**src/rtl/sfp_event_tx_manager.sv**
```systemverilog
// Event transmit framer: once every channel holds an unsent event, reads one event per channel
// and sends HDR, EVN, payload, TRL, then idle gap. Optional TX_CHECKSUM_EN puts a sum in the trailer.
module sfp_event_tx_manager #(
  parameter int unsigned WORDS_PER_EVT = 4,
  parameter int unsigned IFG           = 4
) (
  input  logic        clk,
  input  logic        reset_n,
  input  logic        need_read,
  input  logic        need_check,
  output logic        rd_en,
  output logic [3:0]  ch_sel,
  input  logic [15:0] rd_data,
  output logic [15:0] tx_data,
  output logic [1:0]  tx_k,
  output logic [15:0] evt_tx,
  output logic        busy
);

  localparam int unsigned NCH    = 16;
  localparam int unsigned NWORDS = NCH * WORDS_PER_EVT;
  localparam int unsigned DCW    = $clog2(NWORDS + 1);
  localparam int unsigned WW     = (WORDS_PER_EVT > 1) ? $clog2(WORDS_PER_EVT) : 1;
  localparam int unsigned GW     = $clog2(IFG + 1);

  localparam logic [15:0] IDLE_WORD = 16'h50BC;
  localparam logic [15:0] HDR_WORD  = 16'hA5BC;
  localparam logic [15:0] TRL_WORD  = 16'hE0E0;
  localparam logic [1:0]  K_COMMA   = 2'b01;
  localparam logic [1:0]  K_DATA    = 2'b00;

  typedef enum logic [2:0] {S_IDLE, S_HDR, S_EVN, S_DATA, S_TRL, S_GAP} state_t;

  state_t          state_q;
  logic [DCW-1:0]  dcnt_q;
  logic [WW-1:0]   wd_q;
  logic [GW-1:0]   gcnt_q;
  logic [15:0]     trl_word;

  // need_check is reserved for a strict-check mode that this block never builds
  logic unused_need_check;
  assign unused_need_check = need_check;

  // Read sequencer: runs two cycles ahead of tx_data, starting on the edge that leaves IDLE
  always_ff @(posedge clk or negedge reset_n) begin
    if (!reset_n) begin
      rd_en  <= 1'b0;
      ch_sel <= 4'd0;
      wd_q   <= '0;
    end else if (state_q == S_IDLE && need_read) begin
      rd_en  <= 1'b1;
      ch_sel <= 4'd0;
      wd_q   <= '0;
    end else if (rd_en) begin
      if (wd_q == WW'(WORDS_PER_EVT - 1)) begin
        wd_q <= '0;
        if (ch_sel == 4'(NCH - 1)) rd_en <= 1'b0;
        else                       ch_sel <= ch_sel + 4'd1;
      end else begin
        wd_q <= wd_q + WW'(1);
      end
    end
  end

  // Frame FSM: state_q names the word currently on tx_data
  always_ff @(posedge clk or negedge reset_n) begin
    if (!reset_n) begin
      state_q <= S_IDLE;
      tx_data <= IDLE_WORD;
      tx_k    <= K_COMMA;
      evt_tx  <= 16'd0;
      busy    <= 1'b0;
      dcnt_q  <= '0;
      gcnt_q  <= '0;
    end else begin
      case (state_q)
        S_IDLE: begin
          tx_data <= IDLE_WORD;
          tx_k    <= K_COMMA;
          if (need_read) begin
            state_q <= S_HDR;
            tx_data <= HDR_WORD;
            busy    <= 1'b1;
          end
        end
        S_HDR: begin
          state_q <= S_EVN;
          tx_data <= evt_tx;
          tx_k    <= K_DATA;
        end
        S_EVN: begin
          state_q <= S_DATA;
          tx_data <= rd_data;
          dcnt_q  <= DCW'(1);
        end
        S_DATA: begin
          if (dcnt_q == DCW'(NWORDS)) begin
            state_q <= S_TRL;
            tx_data <= trl_word;
          end else begin
            tx_data <= rd_data;
            dcnt_q  <= dcnt_q + DCW'(1);
          end
        end
        S_TRL: begin
          state_q <= S_GAP;
          tx_data <= IDLE_WORD;
          tx_k    <= K_COMMA;
          evt_tx  <= evt_tx + 16'd1;
          gcnt_q  <= GW'(1);
        end
        S_GAP: begin
          if (gcnt_q == GW'(IFG)) begin
            state_q <= S_IDLE;
            busy    <= 1'b0;
          end else begin
            gcnt_q <= gcnt_q + GW'(1);
          end
        end
        default: begin
          state_q <= S_IDLE;
          tx_data <= IDLE_WORD;
          tx_k    <= K_COMMA;
          busy    <= 1'b0;
        end
      endcase
    end
  end

`ifdef TX_CHECKSUM_EN
  logic [15:0] csum_q;

  // Sum of the EVN word and every payload word, loaded with the event number in HDR
  always_ff @(posedge clk or negedge reset_n) begin
    if (!reset_n) begin
      csum_q <= 16'd0;
    end else if (state_q == S_HDR) begin
      csum_q <= evt_tx;
    end else if (state_q == S_EVN || (state_q == S_DATA && dcnt_q != DCW'(NWORDS))) begin
      csum_q <= csum_q + rd_data;
    end
  end

  assign trl_word = csum_q;
`else
  assign trl_word = TRL_WORD;
`endif

endmodule

```
**config.mk**
```make
export PLATFORM = sky130hd
export DESIGN_NAME = sfp_event_tx_manager
export DESIGN_NICKNAME = d
export VERILOG_FILES = /design/src/rtl/sfp_event_tx_manager.sv
export SDC_FILE = /design/constraint.sdc
export NUM_CORES = 1
export LEC_CHECK = 0
export ABC_CLOCK_PERIOD_IN_PS = 3700
export BUFFER_PORTS_ARGS = -buffer_cell sky130_fd_sc_hd__clkbuf_2
export CELL_PAD_IN_SITES_DETAIL_PLACEMENT = 0
export CELL_PAD_IN_SITES_GLOBAL_PLACEMENT = 1
export CORE_ASPECT_RATIO = 0.8
export CORE_UTILIZATION = 30
export DETAILED_ROUTE_END_ITERATION = 16
export PLACE_DENSITY = 0.68
export SETUP_SLACK_MARGIN = 0.05
export SLEW_MARGIN = 20
export SYNTH_ARGS = -nofsm -noshare
export SYNTH_HDL_FRONTEND = slang
export SYNTH_SLANG_ARGS = --single-unit
```
**constraint.sdc**
```tcl
create_clock -name clk -period 3.7 [get_ports clk]
set_input_delay 0.185 -clock clk [delete_from_list [all_inputs] [get_ports clk]]
set_output_delay 0.185 -clock clk [all_outputs]
set_load 0.02 [all_outputs]
```
==> metrics.md, run 1 <==
| Metric | Value |
|---|---|
| Worst Skew | 0.00502 ns |
| Distinct cell type count of the synthesized netlist | 48 |
| Crit path from | state_q[1]$_DFFE_PN0P_ |
| Row cnt | 31 |
| Worst-path maximum fanout | 28 |
| Initial antenna violation count | 0 |
| Failing checks | hold timing |
| Status | complete, but fails checks |
| Cts hold-fix bufs | 0 |
| Final hold slack | -0.0225 ns |
| Pins over their slew limit | 0 |
| Cell count after synthesis | 276 |
| Clk slew on worst S/H paths | 0.07 ns |
| Sequential share of the synthesized area | 48.5% |
| CORE AREA | 0.00908 mm^2 |
| First-pass GRT wire length | 11200 um |
| Number of synthesized flops with an enable pin | 0 |
| Largest cells by area after synthesis | dfrtp_1 (41%), dfstp_2 (7.5%), xnor2_1 (4.4%) |
| Vias in the first global route | 2123 |
| Fin crit share | 58.4% |
| Area leader, netlist | dfrtp_1 |
| HP Class | primary input to async pin |
| Worst setup path end | tx_data[10]$_DFFE_PN0N_ |
| Arr. time, crit path | 2.37 ns |
| CTS Buf Count | 5 |
| Postcts setup bufs | 0 |
| Final setup fails | 0 |
| Layout Cells excl Fill | 445 |
| Worst r2r src | state_q[1]$_DFFE_PN0P_ |
| Yosys warnings | 0 |
| Area growth, synth to finish | 18.5% |
| Required time at the worst-slack endpoint | 3.91 ns |
| Fraction of registers with async set/reset | 100% |
| Diodes inserted | 0 |
| Crit path time final | 2.16 ns |
| Fill cells | 959 |
| DR iter-0 viols | 164 |
| Initial Util | 30.9% |
| CTS Buffer Depth | 2 |
| Unrepaired setup endpoints after global routing | false |
| DRT Pass-1 Iters | 4 |
| HPWL Detailed | 4920 um |
| Chip height | 88.5 um |
| Wire length per cell | 15.3 um |
| Mapped Area | 0.00281 mm^2 |
| # Max-Cap Violations | 0 |
| Leakage | 1.52 nW |
| Post-synth top cells | dfrtp_1 (46), nand2_1 (32), nor2_1 (25) |
| Routed Wire Length | 6800 um |
| Synth top area share | 41.0% |
| Relative slew slack | 40.9% |
| Largest net degree at the start of global routing | 33 |
| I/O pins | 60 |
| Layout cells sized above 1 | 27.0% |
| Worst R2R End | tx_data[10]$_DFFE_PN0N_ |
| ANT nets after route | 0 |
| Reg2Reg Depth | 4 |
| Die width | 110 um |
| CP endpoint kind | register |
| Root buffer cell | clkbuf_16 |
| CTS tree | yes |
| CTS resizes | 0 |
| DP Cell Count | 437 |
| GRT overflow | 0 |
| Max Clk Rate | 0.462 GHz |
| Via count | 2225 |
| Syn_area_per_cell | 10.2 um^2 |
| Worst-Margin Slew | 0.880 ns |
| Synth Register Bits | 54 |
| H-tree levels | 2 |
| Top FF cell, synth | dfrtp_1 |
| R2r setup slk | 1.54 ns |
| Worst IR drop on VDD | 0.308 mV |
| Gr usage total | 15.1% |
| Clock latency at the later pin of the worst-skew pair | 0.29 ns |
| Setup CP Type | register to register |
| Num Clock Sinks | 54 |
| Placer congestion estimate | 0.746 |
| Residual DRC | 0 |
| Final nets | 356 |
| Final hold vios | 28 |
| Pwr dens | 535 mW/mm^2 |
| Drt via density | 5.00 |
| Top-count cell post-synth | dfrtp_1 |
| CP startpoint kind | register |
| Number of port buffers | 57 |
| Total Die Area | 0.00974 mm^2 |
| Mapped Nets | 303 |
| Fin Setup TNS | 0 ns |
power breakdown:
group	total, W	internal, W	switching (W)
logic	0.000461	0.000196	0.000265
registers	0.000836	0.000710	0.000127
clock network	0.000479	0.000255	0.000225
total	0.00178	0.00116	0.000617
cell usage in the layout, fill, tap and decap left out, drive strengths merged, types with 4 or more instances in the layout:
cell type   n
ha          7
inv         9
xnor2      14
and3        4
nand4       8
nor2       26
xor2        5
mux2i      12
dfstp       8
nand2      32
dfrtp      46
clkbuf     62
nand2b      5
o21ai      21
nor3        6
and2        4
a21oi      10
nand3      10
registers in the layout, indices dropped and copies added, names as in the netlist:
signal,flops
busy,1
ch_sel,4
dcnt_q,7
evt_tx,16
gcnt_q,3
rd_en,1
state_q,3
tx_data,16
tx_k,1
wd_q,2
critical path: stages (launching register included):
cell and delay, ns:
dfrtp_1 0.88, nand2b_1 0.46, a31oi_2 0.56, nand2_1 0.10, o21ai_0 0.08
worst min-delay path by stage:
stage	slack, ns	from	to
floorplan	-0.11	reset_n	busy$_DFFE_PN0P_
global placement	0.34	reset_n	ch_sel[0]$_DFFE_PN0P_
detailed placement	0.32	reset_n	ch_sel[0]$_DFFE_PN0P_
CTS	0.005	reset_n	ch_sel[0]$_DFFE_PN0P_
global route	0.03	reset_n	rd_en$_DFF_PN0_
finish	-0.02	reset_n	ch_sel[0]$_DFFE_PN0P_
per-stage QoR:
step / utilization [%] / cell area, um^2 / total power (W) / setup WS [ns]
global placement: 35.0 / 3170 / 0.00129 / 1.54
floorplan: - / 2810 / 0.00116 / 2.27
global route: 36.6 / 3320 / 0.00190 / 1.28
CTS: 36.6 / 3320 / 0.00180 / 1.51
finish: 36.6 / 3320 / 0.00178 / 1.54
detailed placement: 35.0 / 3170 / 0.00131 / 1.51
final cells by class:
type / instances / area (um^2) / share of cell area (%)
clock buffer: 5 / 125 / 3.76
clock inverter: 3 / 25.0 / 0.753
inverter: 8 / 30.0 / 0.903
multi-input combinational: 201 / 1340 / 40.3
sequential: 54 / 1360 / 40.9
tap: 115 / 144 / 4.33
timing repair buffer: 59 / 300 / 9.03
cell families (layout without fill, tap and decap cells):
group,after synthesis,after routing,share of synthesized area [%]
flip-flops,54,54,48.5
buffers and inverters,21,75,3.75
other,1,1,0.134
AND/OR/NAND/NOR,103,103,19.6
adder cells (fa/ha/maj),7,7,3.12
multiplexers,15,15,5.49
AO/OA/AOI/OAI,56,56,13.4
XOR/XNOR,19,19,5.93
per-layer routing:
metal / vias to the layer above / wire length, um / share of wire, % / global-route usage, %
met3: 5 / 252 / 3.7 / 2.65
met4: 0 / 61 / 0.90 / 4.19
met2: 57 / 3050 / 45 / 23.5
met1: 1086 / 3430 / 51 / 21.5
li1: 1077 / - / - / -
met5: - / 0 / 0 / 0
No activity file was read; power rests on OpenSTA's default activity.
==> inputs of run 2 (changes only) <==
- ABC_CLOCK_PERIOD_IN_PS: 3700 -> 1800
- PLACE_DENSITY: 0.68 -> 0.71
- clock period: 3.7 -> 1.8 ns (I/O delays scaled with it)
==> run 2 against run 1 <==
The flow finishes with violations (DRC). Final area rose by 3.2%. Utilization rose by 1.2 points. Total power rose by 100%. Critical path type unchanged. Highest routed layer unchanged.
==> metrics.md, run 2 (synthesis gave the netlist of run 1 again) <==
| Metric | Value |
|---|---|
| Status | complete, but fails checks |
| Failing checks | DRC |
| Wire length per cell | 15.0 um (-2.1%) |
| Commonest non-fill, non-tap cell in the layout | clkbuf_2 |
| CTS Buffer Depth | 2 (unchanged) |
| HPWL Detailed | 5130 um (+4.3%) |
| Die width | 110 um (unchanged) |
| Required time at the worst-slack endpoint | 2.03 ns (-1.88 ns) |
| Root buffer cell | clkbuf_16 |
| Fin crit share | 86.9% (+28 points) |
| Combinational power share | 27.7% (+1.8 points) |
| Worst-path maximum fanout | 6 (-79%) |
| Max Clk Rate | 0.639 GHz (+38%) |
| Drt via density | 5.02 (+0.39%) |
| Sw power | 0.00123 W (+99%) |
| Sw frac | 33.7% (-0.96 points) |
| Num Clock Sinks | 54 (unchanged) |
| Pins over their slew limit | 0 (unchanged) |
| DR iter-0 viols | 155 (-5.5%) |
| Arr. time, crit path | 1.80 ns (-0.57 ns) |
| Via count | 2299 (+3.3%) |
| I/O pins | 60 (unchanged) |
| CTS Buf Count | 5 (unchanged) |
| Gr usage total | 15.0% (-0.057 points) |
| CP endpoint kind | register |
| Flop pwr share | 46.6% (-0.5 points) |
| Tot Pwr | 0.00363 W (+100%) |
| Setup CP Type | register to register |
| First-pass GRT wire length | 11100 um (-0.73%) |
| Clock network power share | 25.7% (-1.3 points) |
| Layout cells sized above 1 | 28.6% (+1.6 points) |
| Placer congestion estimate | 0.723 (-3.2%) |
| Largest net degree at the start of global routing | 38 (+15%) |
| Clk slew on worst S/H paths | 0.07 ns (about the same) |
| Final nets | 369 (+3.7%) |
| Crit path time final | 1.56 ns (-0.598 ns) |
| Initial Util | 30.9% (unchanged) |
| Largest registers | evt_tx x16, tx_data x16, dcnt_q x7 |
| ANT nets after route | 0 (unchanged) |
| Initial antenna violation count | 0 (unchanged) |
| # Max-Cap Violations | 0 (unchanged) |
| Leakage | 1.59 nW (+4.3%) |
| Area growth, synth to finish | 22.3% |
| CP startpoint kind | register |
| Clock latency at the later pin of the worst-skew pair | 0.29 ns (about the same) |
| Worst IR drop on VDD | 0.531 mV (+72%) |
| CORE AREA | 0.00908 mm^2 (unchanged) |
| Fill cells | 932 (-2.8%) |
| Pwr dens | 1060 mW/mm^2 (+98%) |
| Fin Setup TNS | 0 ns (unchanged) |
| Commonest cells after routing, fill and taps aside | clkbuf_2 (57), dfrtp_1 (46), nand2_1 (32) |
| Vias in the first global route | 2230 (+5.0%) |
| Chip height | 88.5 um (unchanged) |
| Residual DRC | 2 (+2) |
| DRT Pass-1 Iters | 11 (+7) |
| Routed Wire Length | 6850 um (+0.79%) |
| Final hold vios | 0 (-100%) |
| Unrepaired setup endpoints after global routing | false |
| GRT overflow | 0 (unchanged) |
| Total Die Area | 0.00974 mm^2 (unchanged) |
| Fin util | 37.8% (+1.2 points) |
| Worst Skew | 0.00429 ns (-0.000730 ns) |
| H-tree levels | 2 (unchanged) |
| Final hold slack | 0.00627 ns (+0.0287 ns) |
| HP Class | primary input to register |
| Row cnt | 31 (unchanged) |
| CTS tree | yes |
| Diodes inserted | 0 (unchanged) |
| Pint | 0.00241 W (+110%) |
| Final setup fails | 0 (unchanged) |
| Number of port buffers | 57 (unchanged) |
[run 2: cell type report]
class / count / area [um^2] / share of cell area (%)
inverter: 8 / 30.0 / 0.875
timing repair buffer: 72 / 413 / 12.0
tap: 115 / 144 / 4.19
sequential: 54 / 1360 / 39.7
clock buffer: 8 / 136 / 3.97
multi-input combinational: 201 / 1350 / 39.3
[run 2: routing by layer]
layer  vias to the layer above  GRT usage, %  routed length, um
li1                       1103             -                  -
met4                         0          3.23                 42
met5                         -             0                  0
met1                      1104          21.3               3270
met3                         6          3.90                500
met2                        86          23.0               3040
[run 2: what timing repair did]
action	4_1_cts	5_1_grt
buffers inserted	0	0
hold buffers	1	0
endpoints found under the setup margin	0	2
resized for setup	0	1
endpoints found under the hold margin	14	0
[run 2: critical path: stages (launching register included)]
cell and delay (ns):
dfrtp_1 0.41, inv_1 0.06, ha_1 0.19, and4bb_4 0.22
and3_4 0.21, o2bb2ai_1 0.24, o22a_1 0.18
[run 2: path summary, 6_finish.rpt]
kind	start	end	slack (ns)	cells past startpoint
setup / recovery	dcnt_q[0]$_DFFE_PN0P_	tx_data[12]$_DFFE_PN1N_	0.24	6
hold / removal	rd_data[1]	tx_data[1]$_DFFE_PN0N_	0.006	3
setup reg to reg	dcnt_q[0]$_DFFE_PN0P_	tx_data[12]$_DFFE_PN1N_	0.24	6
hold reg to reg	evt_tx[9]$_DFFE_PN0P_	evt_tx[9]$_DFFE_PN0P_	0.53	1
max in group asynchronous	reset_n	tx_data[7]$_DFFE_PN1N_	0.88	3
min in group asynchronous	reset_n	evt_tx[1]$_DFFE_PN0P_	0.29	2
[run 2: power groups by stage]
stage          sequential [W]  combinational (W)  clock [W]
2_1_floorplan         0.00180           0.000582          0
3_5_place_dp          0.00172            0.00101          0
5_1_grt               0.00174            0.00115    0.00102
3_3_place_gp          0.00171           0.000981          0
6_report              0.00169            0.00101   0.000933
4_1_cts               0.00169            0.00101   0.000960
[run 2: per-stage QoR]
step	instances	area [um^2]	setup slack, ns
after global routing	458	3430	0.0945
final	458	3430	0.236
after detailed placement	449	3280	0.236
after CTS	458	3420	0.217
after global placement	449	3280	0.240
after floorplan	276	2810	0.373
==> inputs of run 3 (changes only) <==
- HOLD_SLACK_MARGIN: not set -> 0.1
==> run 3 against run 2 <==
The run still ends with DRC left. Total power is 0.80% higher. Via count is 2.1% higher. Flip-flop and latch count stayed put. Combinational power hardly changed. Critical endpoint is now tx_data[4]$_DFFE_PN1N_. Largest power group unchanged.
==> metrics.md, run 3 (synthesis gave the netlist of run 1 again) <==
| Metric | Value |
|---|---|
| Status | complete, but fails checks |
| Failing checks | DRC |
| Pwr dens | 1030 mW/mm^2 (-2.9%) |
| CTS Buf Count | 5 (unchanged) |
| Root buffer cell | clkbuf_16 |
| Unrepaired setup endpoints after global routing | false |
| Pint | 0.00243 W (+0.76%) |
| CP endpoint kind | register |
| Pins over their slew limit | 0 (unchanged) |
| Worst Skew | 0.00445 ns (+0.000165 ns) |
| Wire length per cell | 14.8 um (-0.99%) |
| Tot Pwr | 0.00366 W (+0.80%) |
| Gr usage total | 15.3% (+0.25 points) |
| Clock network power share | 25.6% (about the same) |
| Final setup fails | 0 (unchanged) |
| Row cnt | 31 (unchanged) |
| Routed wl met3 | 401 um (-20%) |
| Clock latency at the later pin of the worst-skew pair | 0.29 ns (about the same) |
| Postcts setup bufs | 0 (unchanged) |
| HP Class | primary input to register |
| Num Clock Sinks | 54 (unchanged) |
| Number of port buffers | 57 (unchanged) |
| Routed Wire Length | 6980 um (+1.8%) |
| Fin Setup TNS | 0 ns (unchanged) |
| Routed wire length on met2 | 3140 um (+3.4%) |
| Diodes inserted | 0 (unchanged) |
| Commonest non-fill, non-tap cell in the layout | clkbuf_2 |
| Layout cells sized above 1 | 27.5% (-1.0 points) |
| Drt via density | 4.98 (-0.73%) |
| DR iter-0 viols | 109 (-30%) |
| Sw frac | 33.8% (about the same) |
| Combinational power share | 28.1% (+0.4 points) |
| Fin util | 39.2% (+1.4 points) |
| Total Die Area | 0.00974 mm^2 (unchanged) |
| CP startpoint kind | register |
| Final nets | 382 (+3.5%) |
| Largest registers | evt_tx x16, tx_data x16, dcnt_q x7 |
| Crit path time final | 1.60 ns (+0.0352 ns) |
| Area growth, synth to finish | 27.0% |
| Sequential cell area | 0.00136 mm^2 (unchanged) |
| Leakage | 1.64 nW (+3.4%) |
| Via count | 2347 (+2.1%) |
| Hold depth | 3 (unchanged) |
| Uppermost routed layer | met4 |
| Placer congestion estimate | 0.723 (unchanged) |
| Final instance area | 0.00356 mm^2 (+3.8%) |
| Worst-path maximum fanout | 5 (-1) |
| Chip height | 88.5 um (unchanged) |
| Initial antenna violation count | 0 (unchanged) |
| I/O pins | 60 (unchanged) |
| Fill cells | 931 (-0.11%) |
| CTS Buffer Depth | 2 (unchanged) |
| Initial Util | 30.9% (unchanged) |
| Max Clk Rate | 0.625 GHz (-2.2%) |
| Worst IR drop on VDD | 0.532 mV (about the same) |
| Reg2Reg Depth | 6 (unchanged) |
| Final hold vios | 0 (unchanged) |
| First-pass GRT wire length | 11300 um (+2.1%) |
| Largest net degree at the start of global routing | 38 (unchanged) |
| GRT overflow | 0 (unchanged) |
| Setup CP Type | register to register |
| # Max-Cap Violations | 0 (unchanged) |
| Die width | 110 um (unchanged) |
| Flop pwr share | 46.2% (-0.4 points) |
| CTS tree | yes |
| HPWL Detailed | 5130 um (unchanged) |
| Vias in the first global route | 2309 (+3.5%) |
| Required time at the worst-slack endpoint | 1.97 ns (-0.06 ns) |
| Sw power | 0.00124 W (+0.87%) |
| CORE AREA | 0.00908 mm^2 (unchanged) |
| Arr. time, crit path | 1.77 ns (-0.03 ns) |
| ANT nets after route | 0 (unchanged) |
| H-tree levels | 2 (unchanged) |
| Area of the multi-input gates | 0.00135 mm^2 (unchanged) |
| Clk slew on worst S/H paths | 0.07 ns (about the same) |
| WL met1 | 3390 um (+3.8%) |
| DP Area | 0.00328 mm^2 (unchanged) |
| Fin crit share | 88.9% (+2.0 points) |
| DRT Pass-1 Iters | 12 (+1) |
| Commonest cells after routing, fill and taps aside | clkbuf_2 (57), dfrtp_1 (46), nand2_1 (32) |
| Residual DRC | 2 (unchanged) |
[run 3: routing by layer]
metal	track usage, %	vias to the layer above
li1	-	1132
met1	21.5	1139
met2	24.0	72
met3	3.53	4
met4	3.23	0
met5	0	-
[run 3: stage by stage]
step / hold slack [ns] / cells / worst slack [ns]
after floorplan: -0.206 / 276 / 0.373
after global placement: 0.0711 / 449 / 0.240
after detailed placement: 0.0756 / 449 / 0.236
after CTS: 0.138 / 471 / 0.217
after global routing: 0.149 / 471 / 0.0945
final: 0.144 / 471 / 0.201
[run 3: worst paths after layout]
check / start / endpoint / slack (ns)
min in group asynchronous: reset_n / evt_tx[1]$_DFFE_PN0P_ / 0.29
max in group asynchronous: reset_n / tx_data[7]$_DFFE_PN1N_ / 0.87
worst max register to register: dcnt_q[0]$_DFFE_PN0P_ / tx_data[4]$_DFFE_PN1N_ / 0.20
worst min-delay path: rd_data[3] / tx_data[3]$_DFFE_PN1N_ / 0.14
worst min register to register: dcnt_q[0]$_DFFE_PN0P_ / dcnt_q[0]$_DFFE_PN0P_ / 0.53
worst max-delay path: dcnt_q[0]$_DFFE_PN0P_ / tx_data[4]$_DFFE_PN1N_ / 0.20
[run 3: timing repair]
item                       in CTS  in global routing
hold endpoints to repair       27                  0
gates resized for setup         0                  1
setup endpoints to repair       0                  2
hold buffers                   14                  0
[run 3: critical path: stages, from the launching register on]
cell and delay (ns):
dfrtp_1 0.41, inv_1 0.06, ha_1 0.19, and4bb_4 0.22, nand3_1 0.17, o21ai_0 0.13, a222oi_1 0.30
[run 3: power by group through the flow]
stage	clock, W	combinational, W	sequential (W)
after floorplan	0	0.000582	0.00180
after global placement	0	0.000981	0.00171
after detailed placement	0	0.00101	0.00172
after CTS	0.000960	0.00103	0.00169
after global routing	0.00102	0.00118	0.00174
final	0.000938	0.00103	0.00169
[run 3: cell type report]
| type | count | share of cell area (%) |
|---|---|---|
| Sequential cell | 54 | 38.2 |
| Multi-Input combinational cell | 201 | 37.8 |
| Timing Repair Buffer | 85 | 15.2 |
| Tap cell | 115 | 4.04 |
| Clock buffer | 8 | 3.83 |
| Inverter | 8 | 0.843 |
